<file path="config.mk">
export PLATFORM = sky130hd
export DESIGN_NAME = cr16_controller
export DESIGN_NICKNAME = d
export VERILOG_FILES = /design/src/rtl/cr16_pkg.sv /design/src/rtl/cr16_decoder.sv /design/src/rtl/cr16_controller.sv
export SDC_FILE = /design/constraint.sdc
export NUM_CORES = 1
export LEC_CHECK = 0
export ABC_AREA = 1
export CORE_MARGIN = 3
export CORE_UTILIZATION = 35
export DETAILED_ROUTE_END_ITERATION = 8
export HOLD_SLACK_MARGIN = 0.03
export PLACE_DENSITY = 0.73
export SYNTH_ARGS = -nofsm -noshare
export SYNTH_HDL_FRONTEND = slang
export SYNTH_SLANG_ARGS = --single-unit
</file>
<file path="constraint.sdc">
create_clock -name I_CLK -period 1.9 [get_ports I_CLK]
set_input_delay 0.475 -clock I_CLK [delete_from_list [all_inputs] [get_ports I_CLK]]
set_output_delay 0.475 -clock I_CLK [all_outputs]
set_load 0.05 [all_outputs]
</file>
<file path="src/rtl/cr16_pkg.sv">
// Shared constants and FSM state type for the CompactRISC16 controller.
// Branch support is built in when CR16_BRANCH_EN is defined; otherwise Bcc decodes as a NOP.
package cr16_pkg;

    // ALU opcodes, shared with cr16_datapath
    localparam logic [3:0] ALU_ADD = 4'b0000;
    localparam logic [3:0] ALU_SUB = 4'b0100;
    localparam logic [3:0] ALU_AND = 4'b0110;
    localparam logic [3:0] ALU_OR  = 4'b0111;
    localparam logic [3:0] ALU_XOR = 4'b1000;
    localparam logic [3:0] ALU_MOV = 4'b1101;

    // Instruction opcode field; the ALU codes double as R-type ext codes
    localparam logic [3:0] OP_RTYPE = 4'b0000;
    localparam logic [3:0] OP_BCC   = 4'b1100;
    localparam logic [3:0] CODE_AND = 4'b0001;
    localparam logic [3:0] CODE_OR  = 4'b0010;
    localparam logic [3:0] CODE_XOR = 4'b0011;
    localparam logic [3:0] CODE_ADD = 4'b0101;
    localparam logic [3:0] CODE_SUB = 4'b1001;
    localparam logic [3:0] CODE_CMP = 4'b1011;
    localparam logic [3:0] CODE_MOV = 4'b1101;

    localparam logic [3:0] COND_EQ = 4'b0000;
    localparam logic [3:0] COND_NE = 4'b0001;
    localparam logic [3:0] COND_CS = 4'b0010;
    localparam logic [3:0] COND_CC = 4'b0011;
    localparam logic [3:0] COND_UC = 4'b1110;

    localparam int FLAG_N = 4;
    localparam int FLAG_Z = 3;
    localparam int FLAG_F = 2;
    localparam int FLAG_L = 1;
    localparam int FLAG_C = 0;

`ifdef CR16_BRANCH_EN
    localparam bit BRANCH_EN = 1'b1;
`else
    localparam bit BRANCH_EN = 1'b0;
`endif

    typedef enum logic [1:0] {
        ST_FETCH   = 2'd0,
        ST_DECODE  = 2'd1,
        ST_EXECUTE = 2'd2
    } state_e;

    // Arithmetic group: sign-extended immediate and PSR update
    function automatic logic is_arith(input logic [3:0] code);
        return (code == CODE_ADD) || (code == CODE_SUB) || (code == CODE_CMP);
    endfunction

endpackage

</file>
<file path="src/rtl/cr16_decoder.sv">
// Combinational instruction decoder: IR to datapath controls plus write/PSR/branch flags.
// Bcc is recognised only when CR16_BRANCH_EN is defined (see cr16_pkg::BRANCH_EN).
module cr16_decoder
    import cr16_pkg::*;
(
    input  logic [15:0] ir_i,
    output logic [3:0]  reg_a_o,
    output logic [3:0]  reg_b_o,
    output logic        imm_sel_o,
    output logic [15:0] imm_o,
    output logic [3:0]  alu_op_o,
    output logic        write_o,
    output logic        psr_upd_o,
    output logic        branch_o
);

    logic [3:0] opcode;
    logic [3:0] code;
    logic [3:0] alu_op;
    logic       is_rtype;
    logic       is_alu;

    always_comb begin
        reg_a_o   = '0;
        reg_b_o   = '0;
        imm_sel_o = 1'b0;
        imm_o     = '0;
        alu_op_o  = '0;
        write_o   = 1'b0;
        psr_upd_o = 1'b0;
        branch_o  = 1'b0;
        alu_op    = '0;
        is_alu    = 1'b1;

        opcode   = ir_i[15:12];
        is_rtype = (opcode == OP_RTYPE);
        // R-type carries its operation in ext; immediate forms reuse the same code as opcode
        code     = is_rtype ? ir_i[7:4] : opcode;

        case (code)
            CODE_ADD: alu_op = ALU_ADD;
            CODE_SUB: alu_op = ALU_SUB;
            CODE_CMP: alu_op = ALU_SUB;
            CODE_AND: alu_op = ALU_AND;
            CODE_OR:  alu_op = ALU_OR;
            CODE_XOR: alu_op = ALU_XOR;
            CODE_MOV: alu_op = ALU_MOV;
            default:  is_alu = 1'b0;
        endcase

        if (is_alu) begin
            reg_a_o   = ir_i[11:8];
            reg_b_o   = ir_i[3:0];
            alu_op_o  = alu_op;
            imm_sel_o = !is_rtype;
            write_o   = (code != CODE_CMP);
            psr_upd_o = is_arith(code);
            if (!is_rtype) begin
                imm_o = is_arith(code) ? {{8{ir_i[7]}}, ir_i[7:0]} : {8'h00, ir_i[7:0]};
            end
        end

        branch_o = BRANCH_EN && (opcode == OP_BCC);
        if (branch_o) begin
            imm_o = {{8{ir_i[7]}}, ir_i[7:0]};
        end
    end

endmodule

</file>
<file path="src/rtl/cr16_controller.sv">
// CompactRISC16 fetch/decode/execute control unit: FSM, PC, IR and PSR around cr16_decoder.
// Conditional branches are present only when CR16_BRANCH_EN is defined.
module cr16_controller
    import cr16_pkg::*;
#(
    parameter int PC_WIDTH = 16
)(
    input  logic                I_CLK,
    input  logic                I_NRESET,
    input  logic                I_ENABLE,
    output logic [PC_WIDTH-1:0] O_IMEM_ADDR,
    output logic                O_IMEM_REQ,
    input  logic                I_IMEM_VALID,
    input  logic [15:0]         I_IMEM_DATA,
    input  logic [4:0]          I_STATUS_FLAGS,
    output logic [15:0]         O_REG_WRITE_ENABLE,
    output logic [3:0]          O_REG_A_SELECT,
    output logic [3:0]          O_REG_B_SELECT,
    output logic                O_IMMEDIATE_SELECT,
    output logic [15:0]         O_IMMEDIATE,
    output logic [3:0]          O_OPCODE,
    output logic [PC_WIDTH-1:0] O_PC
);

    state_e              state_q, state_d;
    logic [PC_WIDTH-1:0] pc_q, pc_d;
    logic [15:0]         ir_q, ir_d;
    logic [4:0]          psr_q, psr_d;

    logic [3:0]          dec_reg_a, dec_reg_b, dec_alu_op;
    logic [15:0]         dec_imm;
    logic                dec_imm_sel, dec_write, dec_psr_upd, dec_branch;
    logic                in_ctrl, we_active, cond_ok, taken;
    logic [PC_WIDTH-1:0] disp_ext;
    logic                psr_unused;

    cr16_decoder u_decoder (
        .ir_i      (ir_q),
        .reg_a_o   (dec_reg_a),
        .reg_b_o   (dec_reg_b),
        .imm_sel_o (dec_imm_sel),
        .imm_o     (dec_imm),
        .alu_op_o  (dec_alu_op),
        .write_o   (dec_write),
        .psr_upd_o (dec_psr_upd),
        .branch_o  (dec_branch)
    );

    assign disp_ext   = PC_WIDTH'($signed(ir_q[7:0]));
    assign psr_unused = ^{psr_q[FLAG_N], psr_q[FLAG_F], psr_q[FLAG_L]};

    always_comb begin
        cond_ok = 1'b0;
        case (ir_q[11:8])
            COND_EQ: cond_ok = psr_q[FLAG_Z];
            COND_NE: cond_ok = !psr_q[FLAG_Z];
            COND_CS: cond_ok = psr_q[FLAG_C];
            COND_CC: cond_ok = !psr_q[FLAG_C];
            COND_UC: cond_ok = 1'b1;
            default: cond_ok = 1'b0;
        endcase
        taken = dec_branch && cond_ok;
    end

    always_comb begin
        state_d = state_q;
        pc_d    = pc_q;
        ir_d    = ir_q;
        psr_d   = psr_q;
        if (I_ENABLE) begin
            case (state_q)
                ST_FETCH: begin
                    if (I_IMEM_VALID) begin
                        ir_d    = I_IMEM_DATA;
                        state_d = ST_DECODE;
                    end
                end
                ST_DECODE: state_d = ST_EXECUTE;
                ST_EXECUTE: begin
                    if (dec_psr_upd) begin
                        psr_d = I_STATUS_FLAGS;
                    end
                    pc_d    = taken ? (pc_q + disp_ext) : (pc_q + PC_WIDTH'(1));
                    state_d = ST_FETCH;
                end
                default: state_d = ST_FETCH;
            endcase
        end
    end

    always_ff @(posedge I_CLK) begin
        if (!I_NRESET) begin
            state_q <= ST_FETCH;
            pc_q    <= '0;
            ir_q    <= '0;
            psr_q   <= '0;
        end else begin
            state_q <= state_d;
            pc_q    <= pc_d;
            ir_q    <= ir_d;
            psr_q   <= psr_d;
        end
    end

    // Reset overrides everything combinationally so the outputs are quiet while it is held
    assign in_ctrl   = I_NRESET && ((state_q == ST_DECODE) || (state_q == ST_EXECUTE));
    assign we_active = in_ctrl && I_ENABLE && (state_q == ST_EXECUTE) && dec_write;

    assign O_IMEM_REQ         = I_NRESET && I_ENABLE && (state_q == ST_FETCH);
    assign O_IMEM_ADDR        = I_NRESET ? pc_q : '0;
    assign O_PC               = I_NRESET ? pc_q : '0;
    assign O_REG_A_SELECT     = in_ctrl ? dec_reg_a : '0;
    assign O_REG_B_SELECT     = in_ctrl ? dec_reg_b : '0;
    assign O_IMMEDIATE_SELECT = in_ctrl && dec_imm_sel;
    assign O_IMMEDIATE        = in_ctrl ? dec_imm : '0;
    assign O_OPCODE           = in_ctrl ? dec_alu_op : '0;

    for (genvar gi = 0; gi < 16; gi++) begin : g_we
        assign O_REG_WRITE_ENABLE[gi] = we_active && (dec_reg_a == 4'(gi));
    end

endmodule

</file>
; ---- After elaboration in Yosys (flattened, before gate mapping)
; Cells that the tools add are included.
[op_classes]
n_mux = 18
bitwise_logic = 0
n_reduce_logical = 35
eq_ne = 26
n_mul = 0
div = 0
n_addsub = 1
shifts = 0
n_lt_le_gt_ge = 0
[op_table]
columns = cell, count
row1 = $mux W16, 5
row2 = $eq A4 B4 Y1 const B, 11
row3 = $mux W4, 7
row4 = $logic_and A1 B1 Y1, 23
row5 = $eq A4 B3 Y1 const B, 5
row6 = $pmux W4 S5, 1
row7 = $add A16 B1 Y16 const B, 1
row8 = $eq A4 B2 Y1 const B, 4
row9 = $eq A4 B1 Y1 const B, 2
row10 = $logic_not A4 Y1, 2
row11 = $reduce_or A7 Y1, 1
row12 = $ne A4 B4 Y1 const B, 1
row13 = $pmux W2 S2, 1
row14 = $reduce_and A2 Y1, 2
row15 = $logic_or A1 B1 Y1, 3
row16 = $mux W1, 3
row17 = $reduce_and A3 Y1, 1
row18 = $eq A2 B1 Y1 const B, 1
row19 = $eq A2 B2 Y1 const B, 1
row20 = $logic_not A2 Y1, 1
row21 = $mux W2, 1
row22 = $ne A2 B2 Y1 const B, 1
row23 = $reduce_or A2 Y1, 1
row24 = $logic_not A1 Y1, 1
[totals]
memories = 0
input_bits = 25
output_inout_bits = 78
latchBits = 0
romBits = 0
ff_bits = 34
elab_cells = 83
mem_bits_rw = 0

; ---- Logic depth before layout (Yosys ltp)
[depth]
depth_word = 9
ltp_mapped = 11
depth_no_buf = 11

; ---- Hierarchy
; From an unflattened synthesis, not the netlist that was laid out.
[unflattened]
cells_unflattened = 548
hier_area_um2 = 3288.2
[modules_own_cells]
columns = mod, seq_area_each_um2, area_per_inst_um2, instances, cells_per_inst
row1 = cr16_controller, 720.7, 2839.0, 1, 454
row2 = cr16_decoder, 0.0, 449.2, 1, 94

; ---- Least setup slack after synthesis
; No wires, ideal clock.
[synth_path]
path_kind = reg2out
start = register ir_q[15]
end = output O_IMMEDIATE[10]
stages_incl_launch_ff = 11
setup_slack_ns = -0.821
required_ns = 1.425
n_path_buf = 1
arrival_time_ns = 2.246
cell_sequence = dfxtp_1 > nor2_4 > nand3_1 > nand2_2 > nor2_4 > inv_1 > nand2_1 > o21ai_0 > nand3_1 > nor2_1 > buf_4
[synth_between]
elab_chain_len = 9
word_cells_on_any_way = 17
cone_classes = 7 x eq/ne / 6 x mux / 4 x reduce/logical
[synth_rtl]
columns = item, line
row1 = "start, declared", cr16_controller.sv:27  ; logic [15:0] ir_q, ir_d;
row2 = "start signal, assigned", cr16_controller.sv:100  ; ir_q <= ir_d;
row3 = $logic_not A4 Y1, cr16_decoder.sv:36  ; is_rtype = (opcode == OP_RTYPE);
row4 = $mux W4, cr16_decoder.sv:38  ; code = is_rtype ? ir_i[7:4] : opcode;
row5 = $eq A4 B3 Y1 or $eq A4 B4 Y1 (tied branches), -
row6 = $logic_or A1 B1 Y1 (2 in a row), -
row7 = $mux W16, cr16_decoder.sv:59  ; imm_o = is_arith(code) ? {{8{ir_i[7]}}, ir_i[7:0]} : {8'h00, ir_i[7:0]};
row8 = $mux W16, cr16_decoder.sv:58  ; if (!is_rtype) begin
row9 = $mux W16 *, cr16_decoder.sv:51  ; if (is_alu) begin
row10 = $mux W16 *, cr16_controller.sv:115  ; assign O_IMMEDIATE = in_ctrl ? dec_imm : '0;
row11 = "end, declared", cr16_controller.sv:20  ; output logic [15:0] O_IMMEDIATE,
; Every way passes the cells marked *; elsewhere a longest branch is shown, timed or not.

; ---- Final worst setup path
[layout_path]
start = register ir_q[14]
end = output O_REG_WRITE_ENABLE[4]
[layout_between]
elab_chain_len = 8
word_cells_on_any_way = 17
cone_classes = 9 x eq/ne / 4 x mux / 4 x reduce/logical
[layout_rtl]
columns = item, line
row1 = $logic_not A4 Y1, cr16_decoder.sv:36
row2 = $mux W4 *, cr16_decoder.sv:38
row3 = "$eq A4 B1 Y1, or another cell as far along", cr16_decoder.sv:40  ; case (code)
row4 = $reduce_or A7 Y1 (no source line), -
row5 = $mux W1, cr16_decoder.sv:40
row6 = $mux W4 or $mux W1 (tied branches), cr16_decoder.sv:51
row7 = $eq A4 B3 Y1 or $logic_and A1 B1 Y1 (tied branches), "cr16_controller.sv:119, cr16_controller.sv:107"
row8 = $logic_and A1 B1 Y1 *, cr16_controller.sv:119  ; assign O_REG_WRITE_ENABLE[gi] = we_active && (dec_reg_a == 4'(gi));
row9 = "end, declared", cr16_controller.sv:16  ; output logic [15:0] O_REG_WRITE_ENABLE,
; Marked as above.

==> flow_metrics.env <==
export IMPL_synth_top_family_by_area="simple AND/OR/NAND/NOR gates"
export IMPL_yosysUniqueCellTypes=28
export IMPL_worstPathArrival_ns=2.09
export IMPL_cp_start_kind="flop"
export IMPL_grt_max_degree=34
export IMPL_wirelength_um=7590
export IMPL_async_reset_ff_frac=0
export IMPL_clkSlewWorstSetupHoldPaths_ns=0.08
export IMPL_setup_ws_ns=-0.660
export IMPL_port_buffers=97
export IMPL_grt_pass1_vias=2692
export IMPL_final_hold_violation_count=0
export IMPL_worstHoldPathType="reg -> reg"
export IMPL_ctsHoldBuffers=0
export IMPL_antenna_left=0
export IMPL_cts_sinks=34
export IMPL_nets=473
export IMPL_worst_skew_pair_late_latency_ns=0.30
export IMPL_fillCellCount=307
export IMPL_max_cap_viol_count=0
export IMPL_cts_max_level=2
export IMPL_peakVddDrop_v=0.000423
export IMPL_yosys_warnings=0
export IMPL_core_area_mm2=0.00574
export IMPL_grt_first_pass_wirelength_um=12800
export IMPL_crit_path_end_kind="primary output"
export IMPL_relSlewSlack=0.763
export IMPL_seq_area_um2=684
export IMPL_synth_seq_cells=34
export IMPL_reg2regPathDepth=10
export IMPL_cts_tree="done"
export IMPL_start_util=0.376
export IMPL_die_w_um=84.6
export IMPL_synth_compound_area_frac=0.153
export IMPL_violations="negative setup slack"
export IMPL_fin_crit_ns=2.56
export IMPL_synth_area_top_cells="dfxtp_1, nand2_1, nor2_1, inv_1, buf_4"
export IMPL_synth_flop_cell="dfxtp_1"
export IMPL_wl_per_cell_um=14.7
export IMPL_place_hpwl_um=5660
export IMPL_drc=0
export IMPL_finalSetupTns_ns=-25.61
export IMPL_post_route_period_util=1.35
export IMPL_min_path_cells=2
export IMPL_n_antenna_cell=0
export IMPL_initialDrtViolationCount=143
export IMPL_grt_usage=0.219
export IMPL_multiInputGateArea_mm2=0.00147
export IMPL_synth_adder_area_share=0.0232
export IMPL_cts_root_buffer="clkbuf_8"
export IMPL_dieArea_mm2=0.00715
export IMPL_drtPass1Iterations=4
export IMPL_via_per_inst=4.90
export IMPL_synthCells=336
export IMPL_status="finished, violations left"
export IMPL_fin_util=0.824
export IMPL_syn2layout_area_growth_pct=119
export IMPL_netlist_area_leader_share=0.315
export IMPL_std_cell_rows=27
export IMPL_synth_area_per_cell_um2=6.43
export IMPL_yosysTopAreaCell="dfxtp_1"
export IMPL_synth_nets=365
export IMPL_cts_path_max_buffers=2
export IMPL_critPathRequiredTime_ns=1.42
export IMPL_max_freq_ghz=0.391
export IMPL_grt_antenna_before_repair=0
export IMPL_finalSetupViolations=45
export IMPL_die_h_um=84.6
export IMPL_numCtsBuffers=5
export IMPL_crit_fanout=8
export IMPL_setup_worst_path_class="reg -> out"
export IMPL_rsz0062_at_grt="yes"
export IMPL_skew_ns=0.00662
export IMPL_final_common_cell="buf_12"
export IMPL_yosys_area_share_simple=0.313
export IMPL_synthMuxAreaShare=0
export IMPL_gp_congestion=0.861
export IMPL_ys_seq_area_frac=0.315
export IMPL_mostFrequentLayoutCells="buf_12, nand2_1, nor2_4, inv_1, dfxtp_1"
export IMPL_p_per_area_mw_per_mm2=426
export IMPL_slew_viol_final=0
export IMPL_netlist_area_mm2=0.00216
export IMPL_p_leak_nw=1.81
export IMPL_worst_pin_slew_ns=0.351
export IMPL_vias=2532
export IMPL_drive_above_1_share=0.488
export IMPL_total_power_mw=2.02
export IMPL_synth_edf_count=0
export IMPL_grt_overflow_total=0
export IMPL_boundaryPins=103
export IMPL_synth_xor_area_frac=0.00811
==> worst max-delay path: stages (launching register included) <==
cell	delay (ns)
dfxtp_2	0.33
nor2_4	0.21
nand3_2	0.12
nand2_4	0.12
nand2_2	0.10
nand3_4	0.19
nand2_8	0.09
nor2_8	0.19
nand2_4	0.13
nor2_4	0.15
buf_12	0.14
==> flip-flops by register name, indices dropped and copies added, names as in the netlist <==
name     cells
state_q      2
pc_q        16
ir_q        16
==> cell families (layout without fill, tap and decap cells) <==
logic type | count (synthesis) | in the layout
fa+ha+maj | 4 | 4
simple gates | 148 | 148
xor+xnor | 2 | 2
flops | 34 | 34
buf+inv | 85 | 194
compound gates | 63 | 63
==> metrics by stage <==
stage	std cells	worst slack, ns	cell area, um2	hold slack [ns]
floorplan	336	-0.246	2560	0.439
global placement	504	-0.462	4420	0.453
detailed placement	504	-0.534	4420	0.463
CTS	515	-0.628	4690	0.475
global route	517	-0.788	4730	0.515
finish	517	-0.660	4730	0.485
==> synth_stat cells (3+ instances only) <==
| master | count |
|---|---|
| nand2_1 | 58 |
| clkbuf_1 | 8 |
| inv_1 | 54 |
| dfxtp_1 | 34 |
| nor2_1 | 57 |
| ha_1 | 4 |
| buf_4 | 23 |
| o21ai_0 | 27 |
| nand2_2 | 7 |
| nand3_1 | 10 |
| nor2_2 | 3 |
| a21oi_1 | 29 |
==> where the power goes <==
part           total (mW)  internal [mW]  leakage (nW)  switching [mW]
Clock               0.670          0.386        0.0579           0.283
Sequential          0.772          0.746         0.278          0.0262
Combinational       0.574          0.241          1.47           0.333
Total                2.02           1.37          1.81           0.643
==> area by class of cell <==
type                    count  share of cell area
well taps                  72              0.0190
multi-input cells         217               0.312
inverters                  54              0.0547
clock inverters             3             0.00846
repair buffers            132               0.447
clock buffers               5              0.0145
flip-flops and latches     34               0.145
==> worst paths after layout <==
kind,start,to,slack [ns]
setup reg to reg,state_q[0],pc_q[15],0.15
setup / recovery,ir_q[14],O_REG_WRITE_ENABLE[4],-0.66
hold reg to reg,pc_q[15],pc_q[15],0.48
hold / removal,pc_q[15],pc_q[15],0.48
==> routing by layer <==
| layer | vias up | wire (um) | GRT usage | share of wire |
|---|---|---|---|---|
| met5 | - | 0 | 0 | 0 |
| met4 | 0 | 81 | 0.0518 | 0.011 |
| met3 | 11 | 369 | 0.0412 | 0.049 |
| met2 | 93 | 4330 | 0.427 | 0.57 |
| met1 | 1188 | 2800 | 0.240 | 0.37 |
| li1 | 1240 | - | - | - |
==> repair_timing <==
action / CTS / global route
pin swaps: 6 / 6
resized for setup: 32 / 13
cloned: 1 / 0
setup endpoints to repair: 83 / 69
buffers inserted: 2 / 2
No activity file was read; power rests on OpenSTA's default activity.
